### src/rtl/register_write_sequencer_if.sv
`default_nettype none
// ============================================================================
// Module      : register_write_sequencer_if
// Description : Requester handshake and register-store write bus of the
//               register write sequencer.
// Revision    : 1.0
// ============================================================================
interface register_write_sequencer_if;
  logic       req0_valid_i;
  logic [7:0] req0_id_i;
  logic [7:0] req0_value_i;
  logic       req0_ready_o;
  logic       req1_valid_i;
  logic [7:0] req1_id_i;
  logic [7:0] req1_value_i;
  logic       req1_ready_o;
  logic       sleep_i;
  logic [7:0] write_register_id_o;
  logic [7:0] write_register_value_o;
  logic       write_enable_o;
  logic       busy_o;
  logic       dropped_o;

  modport master (
    output req0_valid_i, req0_id_i, req0_value_i,
    output req1_valid_i, req1_id_i, req1_value_i,
    output sleep_i,
    input  req0_ready_o, req1_ready_o,
    input  write_register_id_o, write_register_value_o, write_enable_o,
    input  busy_o, dropped_o
  );

  modport slave (
    input  req0_valid_i, req0_id_i, req0_value_i,
    input  req1_valid_i, req1_id_i, req1_value_i,
    input  sleep_i,
    output req0_ready_o, req1_ready_o,
    output write_register_id_o, write_register_value_o, write_enable_o,
    output busy_o, dropped_o
  );
endinterface
`default_nettype wire

### src/rtl/register_write_sequencer.sv
`default_nettype none
// ============================================================================
// Module      : register_write_sequencer
// Description : Arbitrates two register-write requesters and sequences single,
//               broadcast-expanded or dropped writes into the register store.
// Revision    : 1.0
// ============================================================================
module register_write_sequencer #(
  parameter logic [7:0] LED_BASE     = 8'h06,
  parameter logic [7:0] ALL_LED_BASE = 8'hFA,
  parameter logic [7:0] PRESCALE_ID  = 8'hFE
) (
  input  logic                        clk_i,
  input  logic                        rst_i,
  register_write_sequencer_if.slave   bus
);

  typedef enum logic [1:0] {
    IDLE   = 2'd0,
    WRITE  = 2'd1,
    EXPAND = 2'd2,
    DROP   = 2'd3
  } state_t;

  state_t     state, state_next;
  logic [3:0] step, step_next;
  logic       last_grant;
  logic       grant;
  logic       ready0, ready1, accept;
  logic [7:0] sel_id, sel_value, sel_offset;
  logic [7:0] cap_id, cap_value, cap_offset;
  logic       we;
  logic [7:0] wid, wvalue;
  logic       dropped;

  // Round-robin: on a tie the requester not served last wins.
  always_comb begin
    if (bus.req0_valid_i && bus.req1_valid_i) grant = ~last_grant;
    else                                      grant = bus.req1_valid_i;
  end

  assign ready0     = (state == IDLE) && !rst_i && bus.req0_valid_i && !grant;
  assign ready1     = (state == IDLE) && !rst_i && bus.req1_valid_i &&  grant;
  assign accept     = ready0 || ready1;
  assign sel_id     = grant ? bus.req1_id_i    : bus.req0_id_i;
  assign sel_value  = grant ? bus.req1_value_i : bus.req0_value_i;
  assign sel_offset = sel_id - ALL_LED_BASE;
  assign cap_offset = cap_id - ALL_LED_BASE;

  always_ff @(posedge clk_i) begin
    if (rst_i) begin
      state      <= IDLE;
      step       <= 4'd0;
      last_grant <= 1'b1;
      cap_id     <= 8'd0;
      cap_value  <= 8'd0;
    end else begin
      state <= state_next;
      step  <= step_next;
      if (accept) begin
        last_grant <= grant;
        cap_id     <= sel_id;
        cap_value  <= sel_value;
      end
    end
  end

  always_comb begin
    state_next = state;
    step_next  = step;
    we         = 1'b0;
    wid        = 8'd0;
    wvalue     = 8'd0;
    dropped    = 1'b0;
    case (state)
      IDLE: begin
        if (accept) begin
          // Classification uses the values being captured on this edge.
          if (sel_offset[7:2] == 6'd0)                   state_next = EXPAND;
          else if (sel_id == PRESCALE_ID && !bus.sleep_i) state_next = DROP;
          else                                           state_next = WRITE;
        end
      end
      WRITE: begin
        we         = 1'b1;
        wid        = cap_id;
        wvalue     = cap_value;
        state_next = IDLE;
      end
      EXPAND: begin
        // Per-LED registers are 4 apart; k picks ON_L/ON_H/OFF_L/OFF_H.
        we        = 1'b1;
        wid       = LED_BASE + {2'b00, step, cap_offset[1:0]};
        wvalue    = cap_value;
        step_next = step + 4'd1;
        if (step == 4'hF) state_next = IDLE;
      end
      DROP: begin
        dropped    = 1'b1;
        state_next = IDLE;
      end
      default: state_next = IDLE;
    endcase
  end

  assign bus.req0_ready_o           = ready0;
  assign bus.req1_ready_o           = ready1;
  assign bus.write_enable_o         = we;
  assign bus.write_register_id_o    = wid;
  assign bus.write_register_value_o = wvalue;
  assign bus.busy_o                 = (state != IDLE);
  assign bus.dropped_o              = dropped;

endmodule
`default_nettype wire

### src/flat_wrapper.sv
// flat-port wrapper written by rule: the top's interface ports become plain ports
module register_write_sequencer_flat 
#(
  parameter logic [7:0] LED_BASE     = 8'h06,
  parameter logic [7:0] ALL_LED_BASE = 8'hFA,
  parameter logic [7:0] PRESCALE_ID  = 8'hFE
)
  (clk_i, rst_i, bus_req0_valid_i, bus_req0_id_i, bus_req0_value_i, bus_req1_valid_i, bus_req1_id_i, bus_req1_value_i, bus_sleep_i, bus_req0_ready_o, bus_req1_ready_o, bus_write_register_id_o, bus_write_register_value_o, bus_write_enable_o, bus_busy_o, bus_dropped_o);
  register_write_sequencer_if bus_i ();
  input  logic clk_i;
  input  logic rst_i;
  input wire logic [$bits(bus_i.req0_valid_i)-1:0] bus_req0_valid_i;
  input wire logic [$bits(bus_i.req0_id_i)-1:0] bus_req0_id_i;
  input wire logic [$bits(bus_i.req0_value_i)-1:0] bus_req0_value_i;
  input wire logic [$bits(bus_i.req1_valid_i)-1:0] bus_req1_valid_i;
  input wire logic [$bits(bus_i.req1_id_i)-1:0] bus_req1_id_i;
  input wire logic [$bits(bus_i.req1_value_i)-1:0] bus_req1_value_i;
  input wire logic [$bits(bus_i.sleep_i)-1:0] bus_sleep_i;
  output wire logic [$bits(bus_i.req0_ready_o)-1:0] bus_req0_ready_o;
  output wire logic [$bits(bus_i.req1_ready_o)-1:0] bus_req1_ready_o;
  output wire logic [$bits(bus_i.write_register_id_o)-1:0] bus_write_register_id_o;
  output wire logic [$bits(bus_i.write_register_value_o)-1:0] bus_write_register_value_o;
  output wire logic [$bits(bus_i.write_enable_o)-1:0] bus_write_enable_o;
  output wire logic [$bits(bus_i.busy_o)-1:0] bus_busy_o;
  output wire logic [$bits(bus_i.dropped_o)-1:0] bus_dropped_o;
  assign bus_i.req0_valid_i = bus_req0_valid_i;
  assign bus_i.req0_id_i = bus_req0_id_i;
  assign bus_i.req0_value_i = bus_req0_value_i;
  assign bus_i.req1_valid_i = bus_req1_valid_i;
  assign bus_i.req1_id_i = bus_req1_id_i;
  assign bus_i.req1_value_i = bus_req1_value_i;
  assign bus_i.sleep_i = bus_sleep_i;
  assign bus_req0_ready_o = bus_i.req0_ready_o;
  assign bus_req1_ready_o = bus_i.req1_ready_o;
  assign bus_write_register_id_o = bus_i.write_register_id_o;
  assign bus_write_register_value_o = bus_i.write_register_value_o;
  assign bus_write_enable_o = bus_i.write_enable_o;
  assign bus_busy_o = bus_i.busy_o;
  assign bus_dropped_o = bus_i.dropped_o;
  register_write_sequencer #(.LED_BASE(LED_BASE), .ALL_LED_BASE(ALL_LED_BASE), .PRESCALE_ID(PRESCALE_ID)) u_core (.clk_i(clk_i), .rst_i(rst_i), .bus(bus_i));
endmodule
### config.mk
export PLATFORM = sky130hd
export DESIGN_NAME = register_write_sequencer_flat
export DESIGN_NICKNAME = d
export VERILOG_FILES = /design/src/rtl/register_write_sequencer_if.sv /design/src/rtl/register_write_sequencer.sv /design/src/flat_wrapper.sv
export SDC_FILE = /design/constraint.sdc
export NUM_CORES = 1
export LEC_CHECK = 0
export ABC_CLOCK_PERIOD_IN_PS = 2000
export CAP_MARGIN = 40
export CORE_ASPECT_RATIO = 1.25
export CORE_MARGIN = 1.5
export CORE_UTILIZATION = 45
export CTS_BUF_LIST = sky130_fd_sc_hd__clkbuf_4 sky130_fd_sc_hd__clkbuf_8
export DETAILED_ROUTE_END_ITERATION = 7
export GPL_ROUTABILITY_DRIVEN = 0
export HOLD_SLACK_MARGIN = 0.15
export PLACE_DENSITY_LB_ADDON = 0.3
export SETUP_SLACK_MARGIN = 0.3
export SYNTH_ARGS = -nofsm -noshare
export SYNTH_HDL_FRONTEND = slang
export SYNTH_SLANG_ARGS = --single-unit
### constraint.sdc
create_clock -name clk_i -period 2 [get_ports clk_i]
set_input_delay 0.3 -clock clk_i [delete_from_list [all_inputs] [get_ports clk_i]]
set_output_delay 0.3 -clock clk_i [all_outputs]
set_load 0.005 [all_outputs]
==> results.yml <==
status:
  run_status: "completed"
global_route:
  grt_overflow: 0
  grt_pass1_vias: 1650
  grt_max_degree: 21
  track_usage_pct: 29.23
  grt_pass1_wl_mm: 7.500
  antenna_found_initial: 0
sta:
  finalHoldViolations: 0
  worst_pin_slew_ns: 0.3903
  fin_crit_sh_pct: 96.14
  finalSetupTns_ns: 0
  fin_ws_ns: 0.07720
  setup-violations-final: 0
  relSlewSlack_pct: 73.82
  finClkSkew_ns: 0.009835
  fin_crit_ns: 1.923
  holdWs_ns: 0.5146
  drv_slew: 0
  fmax_ghz: 0.5201
  rsz0062_at_grt: "true"
setup_path:
  path_cells: "inv_4, ha_4, nor2b_4, or3_1, nand3_1, a21boi_1, buf_2"
  cp_slowest_stage_delay_ns: 0.38
  critPathArrivalTime_ns: 1.62
  end_kind: "output pin"
  cpMaxStageDelayCell: "dfxtp_2"
  crit_path_start_kind: "flip-flop"
  reg2reg_from: "u_core.state[0]"
  critPathKind: "reg2out"
  reg2reg_depth: 7
  worstReg2RegEnd: "u_core.cap_value[1]"
  required_ns: 1.70
  r2r_slack_ns: 0.23
  crit_fanout: 3
cts:
  clk_path_buf_depth: 2
  cts_buffers: 3
  ctsRootBufferMaster: "clkbuf_4"
  htreeDepth: 1
  cts_tree: "done"
  clk_latency_ns: 0.32
  clk_pin_slew_worst_paths_ns: 0.13
  clock-sinks: 23
routing:
  wl_met1_mm: 1.854
  dr.max_layer_used: "met4"
  drtPass1Iterations: 4
  wl_per_cell_um: 17.53
  vias_per_cell: 5.642
  drtAntennaViolNets: 0
  via_count: 1625
  wl_met3_um: 231
  wl_met2_mm: 2.708
  finalWirelength_mm: 5.048
  drt_iter0_markers: 37
  drc: 0
die:
  initial_core_util_pct: 48.12
  num_rows: 22
  fp.dieW_um: 53.67
  core_um2: 3000
  io_pins: 58
  dieHeight_um: 66.33
  die_area_um2: 3560
cells_and_area:
  final_cell_mix: "clkdlybuf4s50_1, nor2_1, buf_4, buf_6, dfxtp_1"
  antenna_cells: 0
  multi_input_area_um2: 1105
  nNetsFinal: 298
  regArea_um2: 469.2
  final_common_cell: "clkdlybuf4s50_1"
  fill_cells: 160
  area_growth_pct: 78.34
  drive_above_1_share_pct: 40.08
synthesis:
  netlist_instances: 166
  avgSynthCellArea_um2: 8.698
  synthesis.area_um2: 1444
  ys_seq_area_share_pct: 31.89
  ys_types: 37
  syn_nets: 211
  synth-main-ff-cell: "dfxtp_1"
  synth_edf_count: 0
  ys_ff_latch: 23
  synthArstFlopShare_pct: 0
  yosysWarnings: 0
power_and_ir_drop:
  netSwitchingFraction_pct: 37.62
  p_int_uw: 1717
  power.leakage_uw: 0.001041
  power_uw: 2752
  powerDensity_nw_per_um2: 1069
  power.switching_uw: 1035
  power_frac_comb_pct: 67.1
  p_clk_share_pct: 8.0
  seq_power_share_pct: 24.9
  peakVddDrop_mv: 0.8908
hold_path:
  min_from: "u_core.cap_value[5]"
  min_path_type: "reg2reg"
  whs_path_depth: 2
  holdPathEnd: "u_core.cap_value[5]"
place:
  numPortBuffers: 57
  pre_cts_ws_ns: -0.1253
  dp_hpwl_mm: 3.271
flow_run:
  drv_cap: 0
## worst max-delay path by stage
stage	from	endpoint	slack (ns)	depth (start not counted)
2_1_floorplan	u_core.state[0]	bus_write_register_id_o[6]	0.47	5
3_3_place_gp	bus_req1_valid_i	bus_req1_ready_o	-0.02	4
3_5_place_dp	bus_req1_valid_i	u_core.state[1]	-0.13	6
4_1_cts	u_core.step[0]	bus_write_register_id_o[4]	0.07	6
5_1_grt	u_core.step[0]	bus_write_register_id_o[4]	0.03	7
6_report	u_core.step[0]	bus_write_register_id_o[4]	0.08	7
## routing by layer
metal | global-route usage [%] | vias up
met2 | 54.27 | 68
met3 | 4.072 | 21
met5 | 0 | -
met4 | 14.74 | 0
met1 | 30.35 | 766
li1 | - | 770
## timing repair
| action | 4_1_cts | 5_1_grt |
|---|---|---|
| endpoints found under the setup margin | 22 | 24 |
| buffers inserted | 13 | 5 |
| cloned | 1 | 0 |
| hold buffers | 0 | 0 |
| gates resized for setup | 120 | 38 |
| pin swaps | 15 | 18 |
## critical path, delay by kind of cell, from the launching register on
| kind | cells | cell delay (ns) |
|---|---|---|
| flip-flops | 1 | 0.38 |
| adder cells (fa/ha/maj) | 1 | 0.15 |
| AO/OA/AOI/OAI | 1 | 0.06 |
| buffers and inverters | 2 | 0.17 |
| AND/OR/NAND/NOR | 3 | 0.55 |
## flip-flops by register name (all words and copies together) (netlist names)
| signal | cells |
|---|---|
| u_core.cap_value | 8 |
| u_core.last_grant | 1 |
| u_core.state | 2 |
| u_core.cap_id | 8 |
| u_core.step | 4 |
## power groups by stage
stage / Sequential (uW) / Combinational (uW) / Clock (uW)
floorplan: 641 / 566 / 0
global placement: 645 / 1050 / 0
detailed placement: 654 / 1100 / 0
CTS: 662 / 1510 / 217
global route: 697 / 1950 / 246
finish: 685 / 1850 / 220
## synth_stat cells (2+ instances only)
cell type	count	area share, %
buf_2	3	1.0
mux2i_1	16	11
o2111ai_1	2	1.2
and3_1	2	0.87
a22oi_1	3	1.6
a211oi_2	2	1.7
nor3_2	2	1.4
nand4_1	2	0.87
o211ai_1	2	1.0
nor2b_1	3	1.3
xor2_1	3	1.8
inv_1	8	2.1
a21boi_0	3	1.6
buf_6	2	1.6
nand3_1	3	1.0
a211oi_1	15	7.8
o21ai_0	4	1.4
and2_1	8	3.5
nand2_1	5	1.3
dfxtp_1	23	32
ha_1	8	6.9
xnor2_1	4	2.4
or3_1	2	0.87
clkbuf_1	5	1.3
nor2_1	24	6.2
## cells by family (layout without fill, tap and decap cells)
family,Yosys count,after routing,synth area share (%)
multiplexers,16,16,11.09
AO/OA/AOI/OAI,38,38,20.19
buffers and inverters,18,104,5.979
adder cells (fa/ha/maj),8,8,6.933
flip-flops,23,23,31.89
XOR/XNOR,7,7,4.246
AND/OR/NAND/NOR,56,56,19.67
## through the flow
step	cells	instance area, um^2	utilization, %
2_1_floorplan	166	1444	-
3_3_place_gp	265	2142	71.39
3_5_place_dp	265	2142	71.39
4_1_cts	283	2375	79.15
5_1_grt	288	2575	85.82
6_report	288	2575	85.82
## final cells by class
class | count | share of cell area (%)
sequential | 23 | 18.22
tap | 36 | 1.749
multi-input combinational | 125 | 42.91
clock inverter | 1 | 0.1944
inverter | 8 | 1.603
clock buffer | 3 | 0.8746
timing repair buffer | 92 | 34.45
Note: power is estimated with default switching activity, not from simulation.
